$ cat config.mk
export PLATFORM = sky130hd
export DESIGN_NAME = maxpool2d_stream
export DESIGN_NICKNAME = d
export VERILOG_FILES = /design/src/rtl/maxpool2d_stream_pkg.sv /design/src/rtl/maxpool_line_buf.sv /design/src/rtl/maxpool2d_stream.sv
export SDC_FILE = /design/constraint.sdc
export NUM_CORES = 2
export LEC_CHECK = 0
export ABC_CLOCK_PERIOD_IN_PS = 6000
export BUFFER_PORTS_ARGS = -buffer_cell sky130_fd_sc_hd__buf_2
export CORE_MARGIN = 2
export CORE_UTILIZATION = 51
export CTS_BUF_LIST = sky130_fd_sc_hd__clkbuf_16
export CTS_CLUSTER_DIAMETER = 120
export DETAILED_ROUTE_END_ITERATION = 7
export GPL_ROUTABILITY_DRIVEN = 0
export PLACE_DENSITY = 0.64
export SETUP_SLACK_MARGIN = 0.15
export SYNTH_ARGS = -nofsm -noshare
export SYNTH_HDL_FRONTEND = slang
export SYNTH_SLANG_ARGS = --single-unit
$ cat constraint.sdc
create_clock -name i_clk -period 6 [get_ports i_clk]
set_input_delay 0.6 -clock i_clk [delete_from_list [all_inputs] [get_ports i_clk]]
set_output_delay 0.6 -clock i_clk [all_outputs]
set_load 0.1 [all_outputs]
$ cat src/rtl/maxpool2d_stream_pkg.sv
// -----------------------------------------------------------------------------
// maxpool2d_stream_pkg
//
// Shared definitions for the 2x2 max-pooling stage that follows the conv2d
// engine:
//   - default sample width and output BRAM address width
//   - pooling FSM state encoding (IDLE / RUN / FLUSH)
//   - layout of the top-level controller's ctrl word, so the controller and
//     every stage agree on where each control bit lives
// -----------------------------------------------------------------------------
package maxpool2d_stream_pkg;

   // Conv result samples are 16-bit signed two's complement.
   localparam int MP_DATA_WIDTH = 16;

   // Output image BRAM address width.
   localparam int MP_ADDR_WIDTH = 18;

   typedef enum logic [1:0] {
      IDLE  = 2'd0,
      RUN   = 2'd1,
      FLUSH = 2'd2
   } state_t;

   // Ctrl word as seen by the top-level controller, MSB first:
   //   [8:5] layer, [4] maxpool, [3] bn_relu, [2] conv, [1] done, [0] start
   typedef struct packed {
      logic [3:0] layer;
      logic       maxpool;
      logic       bn_relu;
      logic       conv;
      logic       done;
      logic       start;
   } ctrl_word_t;

endpackage : maxpool2d_stream_pkg

$ cat src/rtl/maxpool_line_buf.sv
// -----------------------------------------------------------------------------
// maxpool_line_buf
//
// One row's worth of horizontal pair maxima. Synchronous write, asynchronous
// read. The pooling stage writes on even rows and reads on odd rows, so a
// read and a write never target the same entry in the same cycle.
//
// Ports:
//   i_clk    clock
//   i_we     write enable
//   i_waddr  write index (pair column)
//   i_wdata  value to store
//   i_raddr  read index (pair column)
//   o_rdata  stored value at i_raddr, combinational
// -----------------------------------------------------------------------------
module maxpool_line_buf #(
   parameter int DEPTH      = 128,
   parameter int DATA_WIDTH = 16,
   parameter int ADDR_W     = 7
) (
   input  logic                  i_clk,
   input  logic                  i_we,
   input  logic [ADDR_W-1:0]     i_waddr,
   input  logic [DATA_WIDTH-1:0] i_wdata,
   input  logic [ADDR_W-1:0]     i_raddr,
   output logic [DATA_WIDTH-1:0] o_rdata
);

   // NOTE: the array has no reset. Every entry is written on an even row
   // before the odd row that reads it, so power-up contents never reach the
   // output, and leaving it unreset lets it map onto plain storage.
   logic [DATA_WIDTH-1:0] mem [DEPTH];

   always_ff @(posedge i_clk) begin
      if (i_we) begin
         mem[i_waddr] <= i_wdata;
      end
   end

   assign o_rdata = mem[i_raddr];

endmodule : maxpool_line_buf

$ cat src/rtl/maxpool2d_stream.sv
// -----------------------------------------------------------------------------
// maxpool2d_stream
//
// 2x2 / stride-2 max-pooling of the conv2d result stream (raster order:
// channel, row, column). Pooled values are written to the output image BRAM
// at consecutive addresses starting from 0. Odd trailing columns / rows are
// dropped (floor semantics). No backpressure; full-rate i_valid is sustained.
//
// Optional build macro:
//   MAXPOOL_RELU_EN  when defined, negative pooled results are written as 0.
//
// Ports:
//   i_clk     clock
//   i_rst     asynchronous active-low reset
//   i_start   one-cycle pulse: latch dimensions, begin a pass (IDLE only)
//   i_width   input columns per row
//   i_height  input rows per channel
//   i_max_ch  channels in the pass
//   i_data    conv result sample (signed)
//   i_valid   i_data valid this cycle
//   o_addr    output BRAM write address
//   o_we      output BRAM write enable
//   o_data    pooled value
//   o_done    one-cycle pulse at end of pass
// -----------------------------------------------------------------------------
module maxpool2d_stream
   import maxpool2d_stream_pkg::*;
#(
   parameter int DATA_WIDTH = MP_DATA_WIDTH,
   parameter int LB_DEPTH   = 128,
   parameter int ADDR_WIDTH = MP_ADDR_WIDTH
) (
   input  logic                  i_clk,
   input  logic                  i_rst,
   input  logic                  i_start,
   input  logic [7:0]            i_width,
   input  logic [7:0]            i_height,
   input  logic [9:0]            i_max_ch,
   input  logic [DATA_WIDTH-1:0] i_data,
   input  logic                  i_valid,
   output logic [ADDR_WIDTH-1:0] o_addr,
   output logic                  o_we,
   output logic [DATA_WIDTH-1:0] o_data,
   output logic                  o_done
);

   localparam int LB_AW = (LB_DEPTH > 1) ? $clog2(LB_DEPTH) : 1;

   state_t                       state;
   logic [7:0]                   cfg_width;
   logic [7:0]                   cfg_height;
   logic [9:0]                   cfg_max_ch;
   logic [7:0]                   col;
   logic [7:0]                   row;
   logic [9:0]                   ch;
   logic [ADDR_WIDTH-1:0]        addr_cnt;   // address of the next write

   logic signed [DATA_WIDTH-1:0] sample;
   logic signed [DATA_WIDTH-1:0] pair;       // even-column sample awaiting its partner
   logic signed [DATA_WIDTH-1:0] pmax;       // horizontal max of the current pair
   logic signed [DATA_WIDTH-1:0] lb_rdata;   // horizontal max from the row above
   logic signed [DATA_WIDTH-1:0] vmax;
   logic signed [DATA_WIDTH-1:0] result;

   logic                         accept;
   logic                         col_last;
   logic                         row_last;
   logic                         ch_last;
   logic                         lb_we;
   logic [LB_AW-1:0]             lb_addr;

   assign sample   = $signed(i_data);
   assign accept   = (state == RUN) && i_valid;

   assign col_last = (col == cfg_width  - 8'd1);
   assign row_last = (row == cfg_height - 8'd1);
   assign ch_last  = (ch  == cfg_max_ch - 10'd1);

   // Each odd column closes a pair; its slot in the line buffer is col/2.
   assign lb_addr  = LB_AW'(col >> 1);
   assign lb_we    = accept && col[0] && !row[0];

   assign pmax     = (sample   > pair) ? sample   : pair;
   assign vmax     = (lb_rdata > pmax) ? lb_rdata : pmax;

`ifdef MAXPOOL_RELU_EN
   assign result   = vmax[DATA_WIDTH-1] ? '0 : vmax;
`else
   assign result   = vmax;
`endif

   maxpool_line_buf #(
      .DEPTH      (LB_DEPTH),
      .DATA_WIDTH (DATA_WIDTH),
      .ADDR_W     (LB_AW)
   ) u_line_buf (
      .i_clk   (i_clk),
      .i_we    (lb_we),
      .i_waddr (lb_addr),
      .i_wdata (pmax),
      .i_raddr (lb_addr),
      .o_rdata (lb_rdata)
   );

   // NOTE: sequential state uses non-blocking assignments so every register
   // samples pre-edge values regardless of statement order in this block.
   always_ff @(posedge i_clk or negedge i_rst) begin
      if (!i_rst) begin
         state      <= IDLE;
         cfg_width  <= '0;
         cfg_height <= '0;
         cfg_max_ch <= '0;
         col        <= '0;
         row        <= '0;
         ch         <= '0;
         addr_cnt   <= '0;
         pair       <= '0;
         o_addr     <= '0;
         o_we       <= 1'b0;
         o_data     <= '0;
         o_done     <= 1'b0;
      end else begin
         o_we   <= 1'b0;
         o_done <= 1'b0;

         case (state)
            IDLE: begin
               if (i_start) begin
                  cfg_width  <= i_width;
                  cfg_height <= i_height;
                  cfg_max_ch <= i_max_ch;
                  col        <= '0;
                  row        <= '0;
                  ch         <= '0;
                  addr_cnt   <= '0;
                  pair       <= '0;
                  o_addr     <= '0;
                  // An empty pass has nothing to count; finish straight away.
                  if ((i_width == 8'd0) || (i_height == 8'd0) || (i_max_ch == 10'd0)) begin
                     state <= FLUSH;
                  end else begin
                     state <= RUN;
                  end
               end
            end

            RUN: begin
               if (i_valid) begin
                  if (!col[0]) begin
                     pair <= sample;
                  end else if (row[0]) begin
                     // Bottom-right of a complete 2x2 window.
                     o_we     <= 1'b1;
                     o_data   <= result;
                     o_addr   <= addr_cnt;
                     addr_cnt <= addr_cnt + ADDR_WIDTH'(1);
                  end

                  if (col_last) begin
                     col <= '0;
                     if (row_last) begin
                        row <= '0;
                        ch  <= ch + 10'd1;
                        if (ch_last) begin
                           state <= FLUSH;
                        end
                     end else begin
                        row <= row + 8'd1;
                     end
                  end else begin
                     col <= col + 8'd1;
                  end
               end
            end

            FLUSH: begin
               // The final write (if any) is on the outputs this cycle.
               o_done <= 1'b1;
               state  <= IDLE;
            end

            default: begin
               state <= IDLE;
            end
         endcase
      end
   end

endmodule : maxpool2d_stream

==> run summary <==
Status - completed
Multi-input logic area - 19200 µm²
WP data arrival - 6.48 ns
Flops & latches, synth - 2172
Most common cell after layout, fill and taps aside - edfxtp_1
Worst flop-to-flop path endpoint - o_data[5]
Worst hold path class - in -> async
Total Routing Usage GR - 32.8%
Crit-path max FO - 18
ANT nets after route - 0
Leakage - 32.7 nW
Compound-cell area share of the yosys netlist - 11.3%
Pre-CTS WS - 0.149 ns
Clock Skew - 0.0467 ns
CTS tree - yes
Syn_nets - 5275
CTS H-tree lvls - 4
Max-slew violation count - 0
Worst-Margin Slew - 1.38 ns
First-pass GRT wire length - 392 mm
CTS Buffer Depth - 3
Boundary Pins - 82
Worst setup path startpoint - col[1]
DR WL/cell - 35.5 µm
Mean area per synthesized cell - 16.5 µm²
Clock Latency Late Sink - 0.87 ns
Cells after Synth - 5190
Fin. Hold Viols - 0
Power per cell area - 498 nW/µm²
Maxcap violations - 0
Number of global-route vias before repair - 51100
# DRC - 0
Die ar. - 171000 µm²
Final wirelength - 283 mm
Register area - 64600 µm²
Nets - 5669
Cell Rows - 150
Layout cells sized above 1 - 18.4%
Number of synthesized flops with an enable pin - 2048
Critical Path RT - 6.74 ns
Setup CP Type - reg -> reg
Die Wd - 413 µm
RSZ-0062 raised after global routing - false
Via Count - 54200
Crit start category - flip-flop
Overflow left after global routing - 0
Dpl cells - 7527
Min Tclk post-route - 5.74 ns
Post-Layout Cell Count - 7979
DR iter-0 viols - 9073
Synthesized area - 85400 µm²
Clock sink count - 2172
Core area - 167000 µm²
Worst reg-to-reg setup slack - 0.26 ns
1st-pass router iterations - 6
Via-per-instance ratio - 6.80
Setup WS post-layout - 0.259 ns
Synth unique cells - 87
Most frequent cells in the layout - edfxtp_1, buf_4, a22oi_1
Async set-or-reset flop fraction in the synthesized netlist - 5.71%
Max VDD drop - 0.000475 V
Die Height - 413 µm
XOR/XNOR Fraction of Synth Area - 0.461%
DP HPWL - 171 mm
Worst Setup End Kind - flip-flop
Clk root buf - clkbuf_16
Setup tns final - 0 ns
Initial Utilization - 51.2%
R2r worst-path depth - 17
Top FF cell, synth - edfxtp_1
PortBufs - 81
Filler cells - 12500
Largest net degree at the start of global routing - 130
Mux contribution to synthesized area - 5.53%
Antenna violations before repair - 15
Largest family of logic cells by synthesized area - compound AO/OA/AOI/OAI gates
Seq/Total Area, Yosys - 75.6%
Post-synthesis adder-cell area fraction - 0.571%
Clock-pin slew on the worst setup and hold paths - 0.06 ns
Total CTS buffers - 212
Fin crit share - 95.7%
Yosys warns - 0
Simple-Gate Fraction of Synth Area - 4.36%
Area growth syn-to-layout - 15.0%
Max Freq - 174 MHz
Final setup vio count - 0
Worst rel slew slack - 8.22%
RR Startpoint - col[1]
-- state kept, by name (all words and copies together) (netlist names) --
register and cells:
cfg_height 8, o_done 1, cfg_max_ch 10, pair 16, u_line_buf.mem 2048, addr_cnt 18, row 8, col 8
o_data 16, state 2, o_addr 18, ch 10, cfg_width 8, o_we 1
-- critical path, cell delays in order (launching register included) --
cell and delay [ns]:
dfrtp_4 0.64, buf_16 0.25, and3b_4 0.36, buf_4 0.25, a221oi_1 0.63, o21ai_0 0.46
a41oi_1 0.73, a211oi_1 0.13, buf_4 0.22, ha_1 0.29, nor2b_1 0.13, o211ai_1 0.16
a21oi_1 0.09, o21ai_0 0.20, o211ai_1 0.13, mux2_2 0.36, and2_1 0.21, a221o_1 0.35
-- report_power, final --
part           internal [W]  switching [W]
registers            0.0183       0.000351
clock network       0.00736        0.00577
logic               0.00490         0.0122
-- layout make-up --
cell class,instances,share of cell area (%)
clock buffer,215,5.48
antenna,3,0.00765
timing repair buffer,538,4.62
multi-input combinational,2601,19.5
clock inverter,187,1.50
inverter,59,0.254
sequential,2172,65.8
tap,2204,2.81
-- Yosys cell counts, types with 18 or more instances --
library cell / n / area (µm²)
mux2_2: 184 / 2070
nand2_1: 265 / 995
a22o_1: 61 / 534
a211oi_1: 40 / 300
nor4_1: 30 / 188
dfrtp_1: 124 / 3100
inv_1: 54 / 203
a21oi_1: 181 / 906
ha_1: 39 / 488
a221o_1: 60 / 601
o211ai_1: 44 / 330
nor2b_1: 22 / 138
nor2_1: 265 / 995
nor3_1: 21 / 105
buf_2: 121 / 606
xnor2_1: 26 / 228
a22oi_1: 281 / 2110
a31oi_1: 32 / 200
o21ai_0: 154 / 771
mux2i_1: 213 / 2130
a41oi_1: 27 / 236
or3_1: 18 / 113
nand3_1: 50 / 250
mux4_2: 23 / 518
xor2_1: 19 / 166
o2bb2ai_1: 34 / 298
buf_1: 51 / 191
edfxtp_1: 2048 / 61500
buf_4: 28 / 210
a221oi_1: 222 / 1940
nand4_1: 25 / 156
clkbuf_1: 158 / 593
o221ai_1: 29 / 254
-- layer usage --
metal	vias to the layer above	global-route usage [%]	wire, µm
li1	21800	-	-
met3	761	9.57	39000
met1	27400	44.5	103000
met2	4269	48.2	125000
met4	26	16.7	16200
met5	-	0.0848	201
-- worst max path at each step --
stage / to / slack (ns) / cells past startpoint
6_report: o_data[5] / 0.26 / 17
5_1_grt: o_data[4] / 0.18 / 16
4_1_cts: o_data[5] / 0.20 / 16
3_5_place_dp: o_data[5] / 0.15 / 15
3_3_place_gp: o_data[11] / 0.07 / 15
2_1_floorplan: o_data[10] / 0.70 / 19
-- metrics by stage --
| stage | instance area (µm²) | utilization, % | hold WS, ns | total power (W) |
|---|---|---|---|---|
| 6_report | 98200 | 58.9 | 0.389 | 0.0489 |
| 5_1_grt | 98200 | 58.9 | 0.424 | 0.0499 |
| 4_1_cts | 98100 | 58.9 | 0.333 | 0.0484 |
| 3_5_place_dp | 90800 | 54.5 | 0.467 | 0.0354 |
| 3_3_place_gp | 90800 | 54.5 | 0.458 | 0.0353 |
| 2_1_floorplan | 85400 | - | 0.304 | 0.0275 |
-- logic make-up (layout without fill, tap and decap cells) --
family / after synthesis / in the layout
buffers and inverters: 417 / 999
and+or+nand+nor: 797 / 797
muxes: 420 / 420
adders and majority gates: 39 / 39
other: 0 / 3
DFF: 2172 / 2172
AOI/OAI and AO/OA: 1300 / 1300
xor gates and xnor gates: 45 / 45
-- what timing repair did --
| item | CTS | global route |
|---|---|---|
| endpoints found under the setup margin | 1 | 15 |
| hold buffers | 44 | 0 |
| resized for setup | 1 | 5 |
| pin swaps | 0 | 1 |
| buffers inserted | 0 | 3 |
| hold endpoints to repair | 102 | 0 |
Note: power is estimated with default switching activity, not from simulation.
